## src/rtl/uart_pkg.sv

```systemverilog
// Shared constants, state encoding and baud-to-divider mapping for the UART transmit path.
package uart_pkg;

   localparam logic [1:0] BAUD_2400  = 2'b00;
   localparam logic [1:0] BAUD_4800  = 2'b01;
   localparam logic [1:0] BAUD_9600  = 2'b10;
   localparam logic [1:0] BAUD_19200 = 2'b11;

   // Bit periods in 50 MHz clock cycles
   localparam logic [14:0] DIV_2400  = 15'd20833;
   localparam logic [14:0] DIV_4800  = 15'd10417;
   localparam logic [14:0] DIV_9600  = 15'd5208;
   localparam logic [14:0] DIV_19200 = 15'd2604;

   typedef enum logic [2:0] {
      IDLE,
      START,
      DATA,
      PARITY,
      STOP
   } tx_state_t;

   function automatic logic [14:0] baudDiv(input logic [1:0] sel);
      logic [14:0] div;
      case (sel)
         BAUD_2400:  div = DIV_2400;
         BAUD_4800:  div = DIV_4800;
         BAUD_9600:  div = DIV_9600;
         default:    div = DIV_19200;
      endcase
      return div;
   endfunction

endpackage

```

## src/rtl/uart_tx_ctrl_if.sv

```systemverilog
// Byte handshake, frame format and serial line signals between a byte source and the transmitter.
interface uart_tx_ctrl_if;

   logic [1:0] baud_sel;
   logic       parity_en;
   logic       parity_odd;
   logic       stop2;
   logic [7:0] tx_data;
   logic       tx_valid;
   logic       tx_ready;
   logic       tx_out;
   logic       busy;
   logic       frame_done;

   modport master (
      output baud_sel, parity_en, parity_odd, stop2, tx_data, tx_valid,
      input  tx_ready, tx_out, busy, frame_done
   );

   modport slave (
      input  baud_sel, parity_en, parity_odd, stop2, tx_data, tx_valid,
      output tx_ready, tx_out, busy, frame_done
   );

endinterface

```

## src/rtl/uart_bit_timer.sv

```systemverilog
// Restartable bit-period counter: ticks on the last cycle of every div-cycle period.
module uart_bit_timer (
   input  logic        clock,
   input  logic        rst,
   input  logic        restart,
   input  logic [14:0] div,
   output logic        bit_tick
);

   logic [14:0] count_q;
   logic [14:0] count_d;

   assign bit_tick = !restart && (count_q == (div - 15'd1));

   // Held at zero while restart is high so the first period starts on acceptance
   always_comb begin
      count_d = count_q + 15'd1;
      if (restart || bit_tick) begin
         count_d = '0;
      end
   end

   always_ff @(posedge clock or posedge rst) begin
      if (rst) begin
         count_q <= '0;
      end else begin
         count_q <= count_d;
      end
   end

endmodule

```

## src/rtl/uart_tx_ctrl.sv

```systemverilog
// UART frame sequencer: latches a byte and its format at acceptance, then walks
// start, data, optional parity and stop bits, each lasting one bit-timer period.
module uart_tx_ctrl
   import uart_pkg::*;
#(
   parameter int DIV_OVERRIDE = 0
) (
   input logic           clock,
   input logic           rst,
   uart_tx_ctrl_if.slave bus
);

   localparam logic [14:0] DIV_OVR = 15'(DIV_OVERRIDE);

   tx_state_t   state_q, state_d;
   logic [2:0]  idx_q, idx_d;
   logic [7:0]  data_q, data_d;
   logic [14:0] div_q, div_d;
   logic        parEn_q, parEn_d;
   logic        parOdd_q, parOdd_d;
   logic        stop2_q, stop2_d;
   logic        stopCnt_q, stopCnt_d;
   logic        txOut_q, txOut_d;
   logic        frameDone_q, frameDone_d;
   logic        bitTick;
   logic        accept;
   logic        lastStop;

   assign bus.tx_ready   = (state_q == IDLE) && !rst;
   assign bus.busy       = (state_q != IDLE);
   assign bus.tx_out     = txOut_q;
   assign bus.frame_done = frameDone_q;

   assign accept   = bus.tx_valid && bus.tx_ready;
   assign lastStop = !(stop2_q && !stopCnt_q);

   uart_bit_timer bitTimer (
      .clock    (clock),
      .rst      (rst),
      .restart  (state_q == IDLE),
      .div      (div_q),
      .bit_tick (bitTick)
   );

   // State and frame register
   always_ff @(posedge clock or posedge rst) begin
      if (rst) begin
         state_q     <= IDLE;
         idx_q       <= '0;
         data_q      <= '0;
         div_q       <= DIV_19200;
         parEn_q     <= 1'b0;
         parOdd_q    <= 1'b0;
         stop2_q     <= 1'b0;
         stopCnt_q   <= 1'b0;
         txOut_q     <= 1'b1;
         frameDone_q <= 1'b0;
      end else begin
         state_q     <= state_d;
         idx_q       <= idx_d;
         data_q      <= data_d;
         div_q       <= div_d;
         parEn_q     <= parEn_d;
         parOdd_q    <= parOdd_d;
         stop2_q     <= stop2_d;
         stopCnt_q   <= stopCnt_d;
         txOut_q     <= txOut_d;
         frameDone_q <= frameDone_d;
      end
   end

   // Next state; the frame format is captured only on acceptance
   always_comb begin
      state_d   = state_q;
      idx_d     = idx_q;
      data_d    = data_q;
      div_d     = div_q;
      parEn_d   = parEn_q;
      parOdd_d  = parOdd_q;
      stop2_d   = stop2_q;
      stopCnt_d = stopCnt_q;
      case (state_q)
         IDLE: begin
            if (accept) begin
               state_d   = START;
               data_d    = bus.tx_data;
               div_d     = (DIV_OVR != 15'd0) ? DIV_OVR : baudDiv(bus.baud_sel);
               parEn_d   = bus.parity_en;
               parOdd_d  = bus.parity_odd;
               stop2_d   = bus.stop2;
               idx_d     = '0;
               stopCnt_d = 1'b0;
            end
         end
         START: begin
            if (bitTick) begin
               state_d = DATA;
               idx_d   = '0;
            end
         end
         DATA: begin
            if (bitTick) begin
               if (idx_q == 3'd7) begin
                  state_d   = parEn_q ? PARITY : STOP;
                  stopCnt_d = 1'b0;
               end else begin
                  idx_d = idx_q + 3'd1;
               end
            end
         end
         PARITY: begin
            if (bitTick) begin
               state_d   = STOP;
               stopCnt_d = 1'b0;
            end
         end
         STOP: begin
            if (bitTick) begin
               if (lastStop) begin
                  state_d = IDLE;
               end else begin
                  stopCnt_d = 1'b1;
               end
            end
         end
         default: state_d = IDLE;
      endcase
   end

   // Line level is decoded from the next state so tx_out leaves a flop
   always_comb begin
      frameDone_d = (state_q == STOP) && bitTick && lastStop;
      case (state_d)
         START:   txOut_d = 1'b0;
         DATA:    txOut_d = data_d[idx_d];
         PARITY:  txOut_d = (^data_d) ^ parOdd_d;
         default: txOut_d = 1'b1;
      endcase
   end

endmodule

```

## src/flat_wrapper.sv

```systemverilog
// flat-port wrapper written by rule: the top's interface ports become plain ports
module uart_tx_ctrl_flat import uart_pkg::*;
#(
   parameter int DIV_OVERRIDE = 0
)
  (clock, rst, bus_baud_sel, bus_parity_en, bus_parity_odd, bus_stop2, bus_tx_data, bus_tx_valid, bus_tx_ready, bus_tx_out, bus_busy, bus_frame_done);
  uart_tx_ctrl_if bus_i ();
  input logic clock;
  input logic rst;
  input wire logic [$bits(bus_i.baud_sel)-1:0] bus_baud_sel;
  input wire logic [$bits(bus_i.parity_en)-1:0] bus_parity_en;
  input wire logic [$bits(bus_i.parity_odd)-1:0] bus_parity_odd;
  input wire logic [$bits(bus_i.stop2)-1:0] bus_stop2;
  input wire logic [$bits(bus_i.tx_data)-1:0] bus_tx_data;
  input wire logic [$bits(bus_i.tx_valid)-1:0] bus_tx_valid;
  output wire logic [$bits(bus_i.tx_ready)-1:0] bus_tx_ready;
  output wire logic [$bits(bus_i.tx_out)-1:0] bus_tx_out;
  output wire logic [$bits(bus_i.busy)-1:0] bus_busy;
  output wire logic [$bits(bus_i.frame_done)-1:0] bus_frame_done;
  assign bus_i.baud_sel = bus_baud_sel;
  assign bus_i.parity_en = bus_parity_en;
  assign bus_i.parity_odd = bus_parity_odd;
  assign bus_i.stop2 = bus_stop2;
  assign bus_i.tx_data = bus_tx_data;
  assign bus_i.tx_valid = bus_tx_valid;
  assign bus_tx_ready = bus_i.tx_ready;
  assign bus_tx_out = bus_i.tx_out;
  assign bus_busy = bus_i.busy;
  assign bus_frame_done = bus_i.frame_done;
  uart_tx_ctrl #(.DIV_OVERRIDE(DIV_OVERRIDE)) u_core (.clock(clock), .rst(rst), .bus(bus_i));
endmodule
```

## config.mk

```make
export PLATFORM = sky130hd
export DESIGN_NAME = uart_tx_ctrl_flat
export DESIGN_NICKNAME = d
export VERILOG_FILES = /design/src/rtl/uart_pkg.sv /design/src/rtl/uart_tx_ctrl_if.sv /design/src/rtl/uart_bit_timer.sv /design/src/rtl/uart_tx_ctrl.sv /design/src/flat_wrapper.sv
export SDC_FILE = /design/constraint.sdc
export NUM_CORES = 1
export LEC_CHECK = 0
export ABC_AREA = 1
export BUFFER_PORTS_ARGS = -buffer_cell sky130_fd_sc_hd__clkbuf_2
export CAP_MARGIN = 0
export CORE_AREA = 2 2 73 75
export DETAILED_ROUTE_END_ITERATION = 16
export DIE_AREA = 0 0 75 77
export HOLD_SLACK_MARGIN = 0.08
export PLACE_DENSITY = 0.81
export SLEW_MARGIN = 15
export SYNTH_ARGS = -nofsm -noshare
export SYNTH_HDL_FRONTEND = slang
export SYNTH_SLANG_ARGS = --single-unit
export TNS_END_PERCENT = 5
```

## constraint.sdc

```tcl
create_clock -name clock -period 3.2 [get_ports clock]
set_input_delay 0.16 -clock clock [delete_from_list [all_inputs] [get_ports clock]]
set_output_delay 0.16 -clock clock [all_outputs]
set_load 0.02 [all_outputs]
```

==> results of run 1 <==
==> placed cells by master (no fill, tap or decap), types with 2 or more instances in the layout <==
cell type | synthesis | final
inv_1 | 62 | 61
inv_2 | 2 | 2
dfstp_2 | 5 | 5
clkbuf_1 | 3 | 2
or2_1 | 2 | 2
dfrtp_1 | 40 | 40
nor4_1 | 2 | 2
nand4_1 | 10 | 10
nor2_1 | 38 | 38
or2_0 | 3 | 3
o211ai_1 | 4 | 4
xnor2_1 | 9 | 9
buf_4 | 0 | 2
clkbuf_2 | 0 | 19
o21ai_0 | 24 | 24
dlygate4sd3_1 | 0 | 2
ha_1 | 8 | 8
o22ai_1 | 2 | 2
a21oi_1 | 12 | 12
nand3_1 | 36 | 36
nand2_1 | 98 | 98
clkbuf_8 | 0 | 5
nor3b_1 | 6 | 6
o2111ai_1 | 2 | 2
o21ai_1 | 3 | 3
xor2_1 | 11 | 11
nor3_1 | 6 | 6
==> power by group through the flow <==
stage          Combinational [mW]  Clock (mW)  Sequential [mW]
6_report                     1.48       0.347            0.942
5_1_grt                      1.68       0.380            0.965
4_1_cts                      1.47       0.356            0.939
3_5_place_dp                 1.46           0            0.949
3_3_place_gp                 1.42           0            0.946
2_1_floorplan                1.16           0            0.915
==> cells in the mapped netlist (all sizes together) <==
cell | instances | area (um^2)
inv | 64 | 240
nand4 | 10 | 62.6
buf | 1 | 5.00
xnor2 | 9 | 78.8
or2 | 6 | 37.5
nor3b | 7 | 63.8
nand3 | 37 | 190
nand2 | 99 | 379
nor3 | 6 | 30.0
o21a | 1 | 7.51
nor2 | 40 | 160
a21oi | 12 | 60.1
o2111ai | 2 | 17.5
dfstp | 5 | 131
clkbuf | 3 | 11.3
ha | 8 | 100
nor4 | 2 | 12.5
nand3b | 1 | 7.51
dfrtp | 40 | 1000
o21ai | 27 | 135
o211ai | 4 | 30.0
o22ai | 2 | 12.5
xor2 | 11 | 96.3
==> per-layer routing <==
layer	track usage, %	vias up	wire [um]
li1	-	1322	-
met1	35.1	1178	2940
met2	35.0	77	2670
met3	3.94	13	330
met4	6.96	0	100
met5	0	-	0
==> timing repair <==
action,in CTS,in global routing
hold buffers,2,0
hold endpoints to repair,14,0
setup endpoints to repair,0,0
buffers inserted,0,0
==> final timing paths <==
kind	from	to	slack [ps]	depth (start not counted)
hold reg to reg	u_core.parOdd_q	u_core.parOdd_q	510	2
min in group asynchronous	rst	u_core.data_q[5]	400	3
setup / recovery	u_core.div_q[9]	u_core.bus.tx_out	430	15
hold / removal	bus_stop2	u_core.stop2_q	80	3
max in group asynchronous	rst	u_core.div_q[11]	2040	4
setup reg to reg	u_core.div_q[9]	u_core.bus.tx_out	430	15
==> cells by family (layout without fill, tap and decap cells) <==
| logic type | after synthesis | after routing | share of synthesized area (%) |
|---|---|---|---|
| simple gates | 208 | 208 | 32.9 |
| buf+inv | 68 | 95 | 8.94 |
| compound gates | 48 | 48 | 9.15 |
| flops | 45 | 45 | 39.5 |
| xor+xnor | 20 | 20 | 6.10 |
| fa+ha+maj | 8 | 8 | 3.49 |
==> worst min-delay path, stage by stage <==
cell      delay, ps
clkbuf_2         80
nand2_1          40
o21ai_0          60
==> layout make-up <==
| class | instances | share of cell area [%] |
|---|---|---|
| clock buffer | 7 | 2.42 |
| clock inverter | 1 | 0.238 |
| inverter | 64 | 7.61 |
| multi-input combinational | 284 | 46.9 |
| sequential | 45 | 35.9 |
| tap | 70 | 2.78 |
| timing repair buffer | 23 | 4.12 |
==> flip-flops by register name (all words and copies together) (netlist names) <==
signal,count
u_core.idx_q,3
u_core.data_q,8
u_core.parEn_q,1
u_core.stop2_q,1
u_core.bus.frame_done,1
u_core.parOdd_q,1
u_core.bus.tx_out,1
u_core.bitTimer.count_q,15
u_core.state_q,3
u_core.div_q,10
u_core.stopCnt_q,1
==> impl_metrics.json, run 1 <==
{
  "cp_data_required_time_ps": 3440,
  "rows": 26,
  "ys_types": 32,
  "fin_area_mm2": 0.00316,
  "seqPwrFrac_pct": 34.1,
  "power_density_mw_per_mm2": 876,
  "cts_root_buf": "clkbuf_8",
  "cts_tree": "yes",
  "diodes": 0,
  "setup-violations-final": 0,
  "gr-total-overflow": 0,
  "wirelength_um": 6040,
  "gp_congestion": 1.03,
  "critPathMostFrequentCell": "nand3_1",
  "post_cts_resized": 0,
  "tns_ps": 0,
  "antenna_left": 0,
  "drive_above_1_share_pct": 9.43,
  "clk_latency_ps": 300,
  "grt_max_degree": 32,
  "p_total_mw": 2.77,
  "core_area_mm2": 0.00498,
  "yosysSeqAreaShare_pct": 39.5,
  "num_io_pins": 20,
  "synth_area_mm2": 0.00287,
  "htreeDepth": 2,
  "regArea_mm2": 0.00113,
  "worst_slew_pin_slew_ps": 640,
  "die_y_um": 77,
  "final_nets": 447,
  "timing.final.crit_share_pct": 86.6,
  "critical_path_buf_inv_count": 1,
  "grt_use_total_pct": 23.6,
  "first_global_vias": 2440,
  "viasPerCell": 5.24,
  "drtPass1Iterations": 5,
  "yosys_warnings": 0,
  "cts_sinks": 45,
  "ir_drop_uv": 511,
  "fmax_mhz": 361,
  "postSynthAreaPerCell_um2": 7.23,
  "setup_ws_ps": 428,
  "port_buffers": 19,
  "sw_frac_of_total_pct": 46.5,
  "num-fill-cells": 464,
  "clk_pin_slew_worst_paths_ps": 80,
  "p_leak_nw": 1.58,
  "numCtsBuffers": 5,
  "place_inst": 484,
  "cpPeakStageDelay_ps": 550,
  "dpl_cell_area_mm2": 0.00305,
  "multi_input_area_mm2": 0.00148,
  "min_period_ps": 2770,
  "power_switching_mw": 1.28,
  "drcViolationCount": 0,
  "area_delta_synth_final_pct": 9.94,
  "slowest_stage": "dfstp_2",
  "rsz0062_at_grt": "no",
  "pwr-share-clk_pct": 12.6,
  "pwr-share-comb_pct": 53.4,
  "die_area_mm2": 0.00578,
  "critPathKind": "flop to flop",
  "vias": 2590,
  "final_cells": 494,
  "cp_cell_sequence": "inv_1 -> ha_1 -> xnor2_1 -> nor2_1 -> nand3_1 -> nor3_1 -> nand3_1 -> nand2_1 -> nand3_1 -> nand3_2 -> nand2_1 -> nand3_1 -> nand3_1 -> nand3_1 -> nand2_1",
  "crit_family": "simple AND/OR/NAND/NOR gates",
  "critPathLaunchType": "flop",
  "cp_data_arrival_time_ps": 3010,
  "initial_utilization_pct": 57.7,
  "synth-seq-cells": 45,
  "hold_viol_final": 0,
  "antenna_found_initial": 0,
  "internal_power_mw": 1.48,
  "cap_violations": 0,
  "slew_violations": 0,
  "dp_hpwl_um": 4740,
  "fin_util_pct": 63.4,
  "drtIter0Drc": 173,
  "cts_buffer_depth": 2,
  "whs_ps": 77.2,
  "hold_class": "input pin to flop",
  "syn_nets": 421,
  "syn_inst": 397,
  "cp-end-kind": "flop",
  "skew_ps": 4.11,
  "wl_per_cell_um": 12.2,
  "grt_pass1_wl_um": 10800,
  "max_slew_margin_pct": 57.0,
  "worst-path-max-fanout": 7,
  "dieWidth_um": 75,
  "pre_cts_ws_ps": 476,
  "status": "finished clean"
}
(Power assumes the default switching activity.)
==> inputs of run 2 (changes only) <==
==> constraint.sdc (replaced) <==
create_clock -name clock -period 3.2 [get_ports clock]
set_input_delay 0.32 -clock clock [delete_from_list [all_inputs] [get_ports clock]]
set_output_delay 0.32 -clock clock [all_outputs]
set_load 0.02 [all_outputs]
==> impl_metrics.json, run 2 (synthesis results as in run 1) <==
{
  "status": "finished clean",
  "cp_data_arrival_time_ps": 2970,
  "critPathKind": "flop to flop",
  "num_io_pins": 20,
  "seqPwrFrac_pct": 33.2,
  "numCtsBuffers": 5,
  "hold_class": "input pin to asynchronous set/reset pin",
  "setup-violations-final": 0,
  "dieWidth_um": 75,
  "tns_ps": 0,
  "final_cell_mix": "98 x nand2_1, 61 x inv_1, 40 x dfrtp_1",
  "grt_max_degree": 30,
  "core_area_mm2": 0.00498,
  "diodes": 0,
  "crit-reg2reg-capture": "u_core.bus.tx_out",
  "rows": 26,
  "grt_pass1_wl_um": 10500,
  "cp_data_required_time_ps": 3430,
  "skew_ps": 7.30,
  "power_density_mw_per_mm2": 899,
  "cts_sinks": 45,
  "final_nets": 445,
  "r2r_start": "u_core.div_q[9]",
  "whs_ps": 122,
  "wirelength_um": 6060,
  "p_total_mw": 2.85,
  "slew_violations": 0,
  "worst-path-max-fanout": 7,
  "largest_reg_flops": 15,
  "largestRegisters": "u_core.bitTimer.count_q: 15 flops, u_core.div_q: 10 flops, u_core.data_q: 8 flops",
  "ir_drop_uv": 458,
  "max_slew_margin_pct": 56.6,
  "antenna_found_initial": 0,
  "antenna_left": 0,
  "drive_above_1_share_pct": 9.95,
  "final_common_cell": "nand2_1",
  "vias": 2569,
  "clk_latency_ps": 290,
  "clk_pin_slew_worst_paths_ps": 80,
  "dp_hpwl_um": 4650,
  "die_y_um": 77,
  "cts_root_buf": "clkbuf_8",
  "gp_congestion": 1.03,
  "worst_slew_pin_slew_ps": 647,
  "area_delta_synth_final_pct": 10.4,
  "rsz0062_at_grt": "no",
  "viasPerCell": 5.22,
  "grt_use_total_pct": 23.2,
  "min_period_ps": 2740,
  "power_switching_mw": 1.27,
  "pwr-share-comb_pct": 51.3,
  "internal_power_mw": 1.58,
  "initial_utilization_pct": 57.7,
  "gr-total-overflow": 0,
  "die_area_mm2": 0.00578,
  "p_leak_nw": 1.60,
  "cp-end-kind": "flop",
  "pwr-share-clk_pct": 15.4,
  "crit_end": "u_core.bus.tx_out",
  "port_buffers": 19,
  "ctsHoldBuffers": 0,
  "post_cts_buffers": 0,
  "sw_frac_of_total_pct": 44.5,
  "cts_tree": "yes",
  "drcViolationCount": 0,
  "crit_start": "u_core.div_q[9]",
  "first_global_vias": 2362,
  "regMostFlops": "u_core.bitTimer.count_q",
  "drtPass1Iterations": 7,
  "htreeDepth": 2,
  "timing.final.crit_share_pct": 85.5,
  "worstRegToRegCells": 18,
  "cap_violations": 0,
  "critPathLaunchType": "flop",
  "rrSetupSlack_ps": 460,
  "wl_per_cell_um": 12.3,
  "post_cts_resized": 0,
  "cts_buffer_depth": 2,
  "hold_viol_final": 0,
  "drtIter0Drc": 251,
  "num-fill-cells": 442,
  "fmax_mhz": 365
}
[run 2: layout make-up]
cell class / count / area [um^2] / area share [%]
clock inverters: 1 / 30.0 / 0.948
inverters: 64 / 240 / 7.58
repair buffers: 21 / 110 / 3.48
clock buffers: 7 / 86.3 / 2.73
well taps: 70 / 87.6 / 2.76
flip-flops and latches: 45 / 1130 / 35.7
multi-input cells: 284 / 1480 / 46.8
[run 2: worst min path at each step]
stage                    startpoint                to  slack [ps]
floorplan             bus_parity_en    u_core.parEn_q         440
global placement    u_core.parOdd_q   u_core.parOdd_q         480
detailed placement  u_core.parOdd_q   u_core.parOdd_q         480
CTS                             rst  u_core.data_q[2]         210
global route                    rst  u_core.data_q[4]         200
finish                          rst  u_core.data_q[2]         120
[run 2: metal layers]
layer,vias up,GRT usage (%),wire length [um]
met2,82,34.7,2800
met1,1160,33.6,2860
met3,8,5.26,335
met4,0,6.25,71
met5,-,0,0
li1,1319,-,-
[run 2: critical path, cell delays in order, from the launching register on]
cell	delay, ps
dfstp_2	550
inv_1	80
ha_1	210
nand2_1	110
nand2_1	70
nand2_1	50
nand2_1	50
inv_1	70
nand3_1	70
nor3_1	320
nand3_1	280
nand2_1	120
nand3_1	170
nand3_2	170
nand2_1	70
nand3_1	80
nand3_1	80
nand3_1	80
nand2_1	50
[run 2: metrics by stage]
stage / area (um^2) / std cells / setup slack, ps / utilization (%)
2_1_floorplan: 2870 / 397 / 792 / -
3_3_place_gp: 3050 / 484 / 643 / 61.3
3_5_place_dp: 3050 / 484 / 493 / 61.3
4_1_cts: 3170 / 492 / 477 / 63.7
5_1_grt: 3170 / 492 / 108 / 63.7
6_report: 3170 / 492 / 463 / 63.7
[run 2: power by group through the flow]
stage	clock (mW)	sequential [mW]	combinational [mW]
finish	0.440	0.946	1.46
global route	0.480	0.968	1.68
CTS	0.450	0.943	1.45
detailed placement	0	0.952	1.44
global placement	0	0.946	1.42
floorplan	0	0.915	1.16
